## src/rtl/pattern_player_pkg.sv

```systemverilog
// Shared definitions for the pattern_player drum sequencer: state encoding,
// step/instrument geometry and phase-accumulator sizing.
package pattern_player_pkg;

    typedef enum logic {
        ST_IDLE = 1'b0,
        ST_RUN  = 1'b1
    } state_e;

    localparam int STEPS       = 8;
    localparam int STEP_W      = 3;
    localparam int NUM_INS     = 4;
    localparam int SEC_PER_MIN = 60;
    localparam int PAT_W       = 8;
    // 34 bits hold CLK_HZ*60 plus one 2*bpm increment for CLK_HZ up to 100 MHz.
    localparam int ACC_W       = 34;

endpackage

```

## src/rtl/pattern_player_beat_timer.sv

```systemverilog
// Eighth-note phase accumulator. Adds 2*bpm every enabled cycle and raises
// tick for the cycle in which the running sum crosses CLK_HZ*60. The
// accumulator is held at zero whenever the timer is disabled so every run
// starts from a clean phase.
module beat_timer
    import pattern_player_pkg::*;
#(
    parameter int CLK_HZ = 50_000_000
) (
    input  logic       clk,
    input  logic       reset,
    input  logic       en,
    input  logic [7:0] bpm,
    output logic       tick
);

    localparam logic [ACC_W-1:0] THRESH = ACC_W'(64'(CLK_HZ) * 64'(SEC_PER_MIN));

    logic [ACC_W-1:0] acc_q;
    logic [ACC_W-1:0] acc_d;
    logic [ACC_W-1:0] inc_s;
    logic [ACC_W-1:0] sum_s;
    logic             wrap_s;

    assign inc_s  = {{(ACC_W - 9){1'b0}}, bpm, 1'b0};
    assign sum_s  = acc_q + inc_s;
    assign wrap_s = (sum_s >= THRESH);
    assign tick   = en & wrap_s;

    // Next accumulator value: cleared when idle, wrapped on a crossing.
    always_comb begin
        acc_d = acc_q;
        if (!en) begin
            acc_d = '0;
        end else if (wrap_s) begin
            acc_d = sum_s - THRESH;
        end else begin
            acc_d = sum_s;
        end
    end

    // Accumulator register with synchronous reset.
    always_ff @(posedge clk) begin
        if (reset) begin
            acc_q <= '0;
        end else begin
            acc_q <= acc_d;
        end
    end

endmodule

```

## src/rtl/pattern_player.sv

```systemverilog
// Four-instrument, eight-step drum pattern player. Patterns and tempo are
// loaded while idle; while play is held the step counter advances on beat
// timer ticks and each hit fires a PULSE_LEN-cycle trigger pulse.
module pattern_player
    import pattern_player_pkg::*;
#(
    parameter int CLK_HZ    = 50_000_000,
    parameter int PULSE_LEN = 50_000
) (
    input  logic                clk,
    input  logic                reset,
    input  logic [PAT_W-1:0]    data_in,
    input  logic                ld_ins1,
    input  logic                ld_ins2,
    input  logic                ld_ins3,
    input  logic                ld_ins4,
    input  logic                ld_bpm,
    input  logic                play,
    output logic [NUM_INS-1:0]  trig,
    output logic [STEP_W-1:0]   step,
    output logic                beat_tick
);

    localparam int               CNT_W     = $clog2(PULSE_LEN + 1);
    localparam logic [CNT_W-1:0] PULSE_CNT = CNT_W'(PULSE_LEN);

    state_e                            state_q, state_d;
    logic [STEP_W-1:0]                 step_q, step_d;
    logic                              beat_tick_q, beat_tick_d;
    logic [NUM_INS-1:0][PAT_W-1:0]     pat_q, pat_d;
    logic [PAT_W-1:0]                  bpm_q, bpm_d;
    logic [NUM_INS-1:0][CNT_W-1:0]     cnt_q, cnt_d;
    logic [NUM_INS-1:0]                trig_q, trig_d;
    logic [NUM_INS-1:0]                hit_s;
    logic [NUM_INS-1:0]                ld_ins_s;
    logic                              run_en_s;
    logic                              tick_s;

    assign ld_ins_s = {ld_ins4, ld_ins3, ld_ins2, ld_ins1};
    // Sequencing is live only while running with play still held; a play
    // drop clears everything on the same edge it is seen.
    assign run_en_s = (state_q == ST_RUN) && play;

    beat_timer #(
        .CLK_HZ (CLK_HZ)
    ) u_beat_timer (
        .clk   (clk),
        .reset (reset),
        .en    (run_en_s),
        .bpm   (bpm_q),
        .tick  (tick_s)
    );

    // FSM next state, register loads, step advance and beat tick.
    always_comb begin
        state_d     = state_q;
        step_d      = step_q;
        beat_tick_d = 1'b0;
        pat_d       = pat_q;
        bpm_d       = bpm_q;
        case (state_q)
            ST_IDLE: begin
                for (int i = 0; i < NUM_INS; i++) begin
                    if (ld_ins_s[i]) begin
                        pat_d[i] = data_in;
                    end else begin
                        pat_d[i] = pat_q[i];
                    end
                end
                if (ld_bpm) begin
                    bpm_d = data_in;
                end else begin
                    bpm_d = bpm_q;
                end
                if (play) begin
                    state_d     = ST_RUN;
                    step_d      = '0;
                    beat_tick_d = 1'b1;
                end else begin
                    state_d     = ST_IDLE;
                    step_d      = '0;
                end
            end
            ST_RUN: begin
                if (!play) begin
                    state_d = ST_IDLE;
                    step_d  = '0;
                end else if (tick_s) begin
                    step_d      = step_q + STEP_W'(1);
                    beat_tick_d = 1'b1;
                end else begin
                    step_d      = step_q;
                    beat_tick_d = 1'b0;
                end
            end
            default: begin
                state_d = ST_IDLE;
                step_d  = '0;
            end
        endcase
    end

    // Per-instrument pulse stretchers: a hit on the cycle after a step entry
    // (re)loads the counter, which then counts the pulse down to zero.
    always_comb begin
        hit_s  = '0;
        cnt_d  = cnt_q;
        trig_d = '0;
        for (int i = 0; i < NUM_INS; i++) begin
            hit_s[i] = beat_tick_q & pat_q[i][step_q];
            if (!run_en_s) begin
                cnt_d[i] = '0;
            end else if (hit_s[i]) begin
                cnt_d[i] = PULSE_CNT;
            end else if (cnt_q[i] != '0) begin
                cnt_d[i] = cnt_q[i] - CNT_W'(1);
            end else begin
                cnt_d[i] = cnt_q[i];
            end
            trig_d[i] = (cnt_d[i] != '0);
        end
    end

    // State and datapath registers; reset wins over play and loads.
    always_ff @(posedge clk) begin
        if (reset) begin
            state_q     <= ST_IDLE;
            step_q      <= '0;
            beat_tick_q <= 1'b0;
            pat_q       <= '0;
            bpm_q       <= '0;
            cnt_q       <= '0;
            trig_q      <= '0;
        end else begin
            state_q     <= state_d;
            step_q      <= step_d;
            beat_tick_q <= beat_tick_d;
            pat_q       <= pat_d;
            bpm_q       <= bpm_d;
            cnt_q       <= cnt_d;
            trig_q      <= trig_d;
        end
    end

    assign trig      = trig_q;
    assign step      = step_q;
    assign beat_tick = beat_tick_q;

endmodule

```

## config.mk

```make
export PLATFORM = sky130hd
export DESIGN_NAME = pattern_player
export DESIGN_NICKNAME = d
export VERILOG_FILES = /design/src/rtl/pattern_player_pkg.sv /design/src/rtl/pattern_player_beat_timer.sv /design/src/rtl/pattern_player.sv
export SDC_FILE = /design/constraint.sdc
export NUM_CORES = 1
export LEC_CHECK = 0
export BUFFER_PORTS_ARGS = -buffer_cell sky130_fd_sc_hd__buf_2
export CORE_MARGIN = 5
export CORE_UTILIZATION = 55
export CTS_BUF_LIST = sky130_fd_sc_hd__clkbuf_4 sky130_fd_sc_hd__clkbuf_8
export DETAILED_ROUTE_END_ITERATION = 10
export PLACE_DENSITY = 0.72
export SETUP_SLACK_MARGIN = 0.5
export SLEW_MARGIN = 10
export SYNTH_ARGS = -nofsm -noshare
export SYNTH_HDL_FRONTEND = slang
export SYNTH_SLANG_ARGS = --single-unit
```

## constraint.sdc

```tcl
create_clock -name clk -period 5.4 [get_ports clk]
set_input_delay 0.81 -clock clk [delete_from_list [all_inputs] [get_ports clk]]
set_output_delay 0.81 -clock clk [all_outputs]
set_load 0.01 [all_outputs]
```

---- Yosys cells after proc, flatten, opt, wreduce, memory -nomap -nowiden ----
Index checks and enable logic that the tools add are counted.
word-level totals
  register bits after elaboration ......... 147
  output and inout port bits .............. 8
  word-level logic and storage cells ...... 74
operators by class
  $add $sub $neg .......................... 7
  $lt $le $gt $ge ......................... 2
  equal/unequal tests ..................... 1
  muxes and demuxes ....................... 28
  bitwise operators ....................... 7
  reduce and logical (&&, ||, !) cells .... 15
operators with widths
  kind                      count
  $mux W16                  12
  $reduce_bool A16 Y1       8
  $sub A16 B1 Y16 const B   4
  $add A34 B9 Y34           1
  $ge A34 B32 Y1 const B    1
  $mux W34                  1
  $sub A34 B32 Y34 const B  1
  $bmux W1 S3               4
  $reduce_and A2 Y1         5
  $mux W1                   7
  $mux W3                   2
  $pmux W3 S2               1
  $and A1 B1 Y1             5
  $lt A3 B4 Y1 const B      1
  $add A3 B1 Y3 const B     1
  $ne A3 B2 Y1 const B      1
  $not A1 Y1                2
  $pmux W1 S2               1
  $reduce_or A2 Y1          1
  $logic_and A1 B1 Y1       1

---- Logic depth before layout (Yosys ltp) ----
  depth in word-level cells ............... 6
  mapped depth ............................ 16
  depth with buffers taken out ............ 14

---- By module ----
A second synthesis with hierarchy kept.
unflattened totals
  cell total of the unflattened synthesis .. 994
  area, all modules ....................... 8,625.8 um^2
modules (own cells, without submodules)
  module          times used  cells each  area each (um^2)
  pattern_player  1           601         5,484.0
  beat_timer      1           393         3,141.8

---- Least setup slack after synthesis ----
OpenSTA, ideal clock, no wires.
  kind .................................... reg2reg
  from .................................... reg bpm_q[0]
  to ...................................... reg u_beat_timer.acc_q[29]
  data arrival time ....................... 3.569 ns
  required time ........................... 5.270 ns
  slack ................................... 1.700 ns
  cell stages (with the launch flop) ...... 15
  period minus slack after synthesis ...... 3.700 ns
  path through ............................ dfxtp_1 -> ha_1 -> inv_1 -> fa_1 -> nor2b_1 -> o31a_1 -> o21ai_1 -> clkbuf_1 -> or2_2 -> xnor2_1 -> o21ai_0 -> or4_4 -> a31o_2 -> a2111oi_4 -> nor3b_1
on the way
  word-level cells in the longest chain between the ends .. 3
  elaborated cells between the ends (all ways) .. 4
  those cells by class .................... add/sub: 2; order compare: 1; mux: 1
ends and longest elaborated chain
  what                                                RTL line                                                          source
  from (decl)                                         pattern_player.sv:31                                              logic [PAT_W-1:0] bpm_q, bpm_d;
  from (signal assigned)                              pattern_player.sv:139                                             bpm_q <= bpm_d;
  $add A34 B9 Y34 *                                   pattern_player_beat_timer.sv:26                                   assign sum_s = acc_q + inc_s;
  $sub A34 B32 Y34 or $ge A34 B32 Y1 (tied branches)  pattern_player_beat_timer.sv:36, pattern_player_beat_timer.sv:27
  $mux W34 *                                          pattern_player_beat_timer.sv:35                                   end else if (wrap_s) begin
  to (signal assigned)                                pattern_player_beat_timer.sv:45                                   acc_q <= '0;
  to (signal assigned)                                pattern_player_beat_timer.sv:47                                   acc_q <= acc_d;
  to (decl)                                           pattern_player_beat_timer.sv:19                                   logic [ACC_W-1:0] acc_q;
Every way passes the cells marked *; elsewhere a longest branch is shown, timed or not.
A chain may end at the register's enable or synchronous reset.

---- Worst setup path in the final report ----
  from .................................... reg bpm_q[0]
  to ...................................... reg u_beat_timer.acc_q[24]
The elaborated chain is that of the path after synthesis.

==> flow_metrics.tcl <==
set metrics [dict create \
    start_util 0.554 \
    die_h_um 133 \
    cts_buffer_depth 2 \
    synthesized_area_um2 8300 \
    finalHoldViolCount 0 \
    setup.reg_to_reg.worst_slack_ns 1.02 \
    portBuffers 23 \
    detail_route.vias_per_cell 6.16 \
    ctsHoldBuffers 0 \
    finalSetupViolations 0 \
    design.final.nets 1017 \
    fill_cells 1315 \
    detail_route.drc_violations 0 \
    syn_nets 1016 \
    area.growth.synth_to_final_pct 7.11 \
    post-cts-setup-buffer-count 0 \
    globalplace.congestion 0.903 \
    clock_insertion_delay_worst_skew_ns 0.45 \
    ranking_of_synthesized_cells_by_instance_count "sky130_fd_sc_hd__dfxtp_1 (146), sky130_fd_sc_hd__nor2_1 (125), sky130_fd_sc_hd__nand2_1 (61)" \
    cts_made_buffers 17 \
    power_per_cell_area_nw_per_um2 330 \
    drt-total-wl_um 19400 \
    period_share 0.812 \
    ctsRootBufferMaster "sky130_fd_sc_hd__clkbuf_8" \
    path_clk_slew_ns 0.08 \
    finalInstanceArea_um2 8890 \
    slowest_delay_ns 0.77 \
    io-pin-count 24 \
    first_pass_grt_wire_length_um 32400 \
    synthTopCellsByArea "sky130_fd_sc_hd__dfxtp_1 (35%), sky130_fd_sc_hd__mux2i_1 (6.0%), sky130_fd_sc_hd__nor2_1 (5.7%)" \
    final_cell_count_no_fill 1180 \
    power_leakage_uw 0.00332 \
    postSynth.asyncResetShare 0 \
    run_status "finished, final reports clean" \
    timing.reg2reg.worst_path_depth 13 \
    transition_time_of_the_tightest_slew_check_pin_ns 1.07 \
    fin_worst_skew_ns 0.0104 \
    holdCritPathClass "reg -> reg" \
    path_cells "ha_1, inv_1, fa_1, nor2b_1, o31a_1, o21ai_1, nor3_1, xnor2_1, a21o_1, or2_1, nor4_4, o31ai_1, nor3b_1" \
    critical_path_peak_fanout 21 \
    antennaDiodeCount 0 \
    timing.setup.tns_ns 0 \
    coreArea_um2 15000 \
    cell_taking_the_most_area_after_synthesis "sky130_fd_sc_hd__dfxtp_1" \
    design.die.area_um2 17700 \
    grt-ovfl-total 0 \
    maxSlewHeadroom 0.288 \
    vdd_ir_drop_max_uv 183 \
    final_layout_size_suffix_gt1_frac 0.0968 \
    numClockSinks 146 \
    period_minus_slack_ns 4.38 \
    antenna_violations_before_repair 0 \
    ys.warnings.count 0 \
    synth_flop_cell "sky130_fd_sc_hd__dfxtp_1" \
    detailed_place.area_um2 8490 \
    cts_tree "built" \
    grt_util_all_layers 0.219 \
    ys_ff_latch 146 \
    worstSetupStartpointType "register" \
    std_cell_rows 45 \
    drt.antenna.violating_nets 0 \
    worst-endpoint-arrival_ns 4.69 \
    endpoint_kind "register" \
    die_w_um 133 \
    post-place-cells 1151 \
    crit_path_required_time_ns 5.71 \
    synth_cell_types 76 \
    grt_pass1_vias 6739 \
    final_util 0.594 \
    yosysTopAreaCellShare 0.352 \
    cts_max_level 4 \
    grt_max_degree 47 \
    critical_path_class "reg -> reg" \
    hold-path-cell-count 2 \
    drv_slew 0 \
    yosysMostFrequentCell "sky130_fd_sc_hd__dfxtp_1" \
    detail_route.wl_per_cell_um 16.5 \
    critical_path_cell_with_the_highest_stage_delay "sky130_fd_sc_hd__nor4_4" \
    dr_total_vias 7269 \
    synthesis.instances 981 \
    unrepaired_setup_endpoints_after_global_routing "false" \
    ctsResizeCount 0 \
    drt_first_pass_iters 5 \
    place_hpwl_um 13600 \
    synth_edf_count 0 \
    yosysSeqAreaShare 0.352 \
    clock.fmax_ghz 0.228 \
    drt_iter0_markers 510 \
    cap_violations 0 \
    syn_avg_cell_area_um2 8.46 \
]
through the flow:
stage | power (uW) | hold WS (ns) | setup WS (ns)
final | 2930 | 0.498 | 1.02
after global routing | 3100 | 0.523 | 0.647
after CTS | 2950 | 0.503 | 1.06
after detailed placement | 2050 | 0.484 | 1.09
after global placement | 2040 | 0.470 | 1.20
after floorplan | 1900 | 0.458 | 1.70
power by group:
group	switching, uW	internal [uW]
Sequential	34.8	1120
Combinational	508	372
Clock	418	479
cell families after synthesis:
kind of cell | share of synthesized area
simple gates | 0.252
compound gates | 0.163
flops | 0.352
xor+xnor | 0.0833
buf+inv | 0.0310
mux | 0.0888
fa+ha+maj | 0.0295
layout by cell type (no fill, tap or decap), types with 6 or more instances in the layout:
cell                       Yosys  final
sky130_fd_sc_hd__mux2i_1      50     50
sky130_fd_sc_hd__or4_1         7      7
sky130_fd_sc_hd__o31a_1        6      6
sky130_fd_sc_hd__o211ai_1     10     10
sky130_fd_sc_hd__nor4_1       26     26
sky130_fd_sc_hd__mux4_2        8      8
sky130_fd_sc_hd__a21oi_1      56     56
sky130_fd_sc_hd__xor2_1       26     26
sky130_fd_sc_hd__or3_1        12     12
sky130_fd_sc_hd__or2_2        11     11
sky130_fd_sc_hd__nand2_1      61     60
sky130_fd_sc_hd__a31oi_1      15     15
sky130_fd_sc_hd__clkbuf_8      0     19
sky130_fd_sc_hd__nor2b_1       8      8
sky130_fd_sc_hd__o31ai_1      10     10
sky130_fd_sc_hd__o21a_1        7      7
sky130_fd_sc_hd__nor3_1       47     47
sky130_fd_sc_hd__xnor2_1      53     53
sky130_fd_sc_hd__nor3b_1      11     11
sky130_fd_sc_hd__and2_1       11     11
sky130_fd_sc_hd__and3_1        7      7
sky130_fd_sc_hd__o21ai_0      35     35
sky130_fd_sc_hd__inv_1        23     23
sky130_fd_sc_hd__a211oi_1      9      9
sky130_fd_sc_hd__ha_1         18     18
sky130_fd_sc_hd__nand4_1      17     17
sky130_fd_sc_hd__nand2b_1     12     12
sky130_fd_sc_hd__nand3_1      33     33
sky130_fd_sc_hd__nor2_1      125    125
sky130_fd_sc_hd__buf_2         5     23
sky130_fd_sc_hd__dfxtp_1     146    146
path summary, 6_finish.rpt:
path | from | to
min reg2reg | pat_q[5] | pat_q[5]
max reg2reg | bpm_q[0] | u_beat_timer.acc_q[24]
max | bpm_q[0] | u_beat_timer.acc_q[24]
min | pat_q[5] | pat_q[5]
registers in the layout (all words and copies together) (netlist names):
name / cells
pat_q: 32
bpm_q: 8
state_q: 1
beat_tick: 1
cnt_q: 64
u_beat_timer.acc_q: 33
trig: 4
step: 3
final cells by class:
class | count | area [um2] | area share
sequential | 146 | 2920 | 0.329
timing repair buffer | 24 | 123 | 0.0138
inverter | 23 | 86.3 | 0.00971
tap | 188 | 235 | 0.0265
clock inverter | 9 | 133 | 0.0149
clock buffer | 20 | 269 | 0.0303
multi-input combinational | 770 | 5120 | 0.576
per-layer routing:
metal / up-vias / wire, um / track usage
li1: 3581 / - / -
met1: 3439 / 8900 / 0.284
met2: 196 / 8950 / 0.359
met3: 53 / 999 / 0.0460
met4: 0 / 553 / 0.0803
met5: - / 0 / 0
worst max-delay path: cells and delay by family, from the launching register on:
kind | cells | cell delay, ns
and+or+nand+nor | 5 | 2.10
xor gates and xnor gates | 1 | 0.17
AOI/OAI and AO/OA | 4 | 0.99
DFF | 1 | 0.34
adders and majority gates | 2 | 0.60
buffers and inverters | 1 | 0.06
No activity file was read; power rests on OpenSTA's default activity.
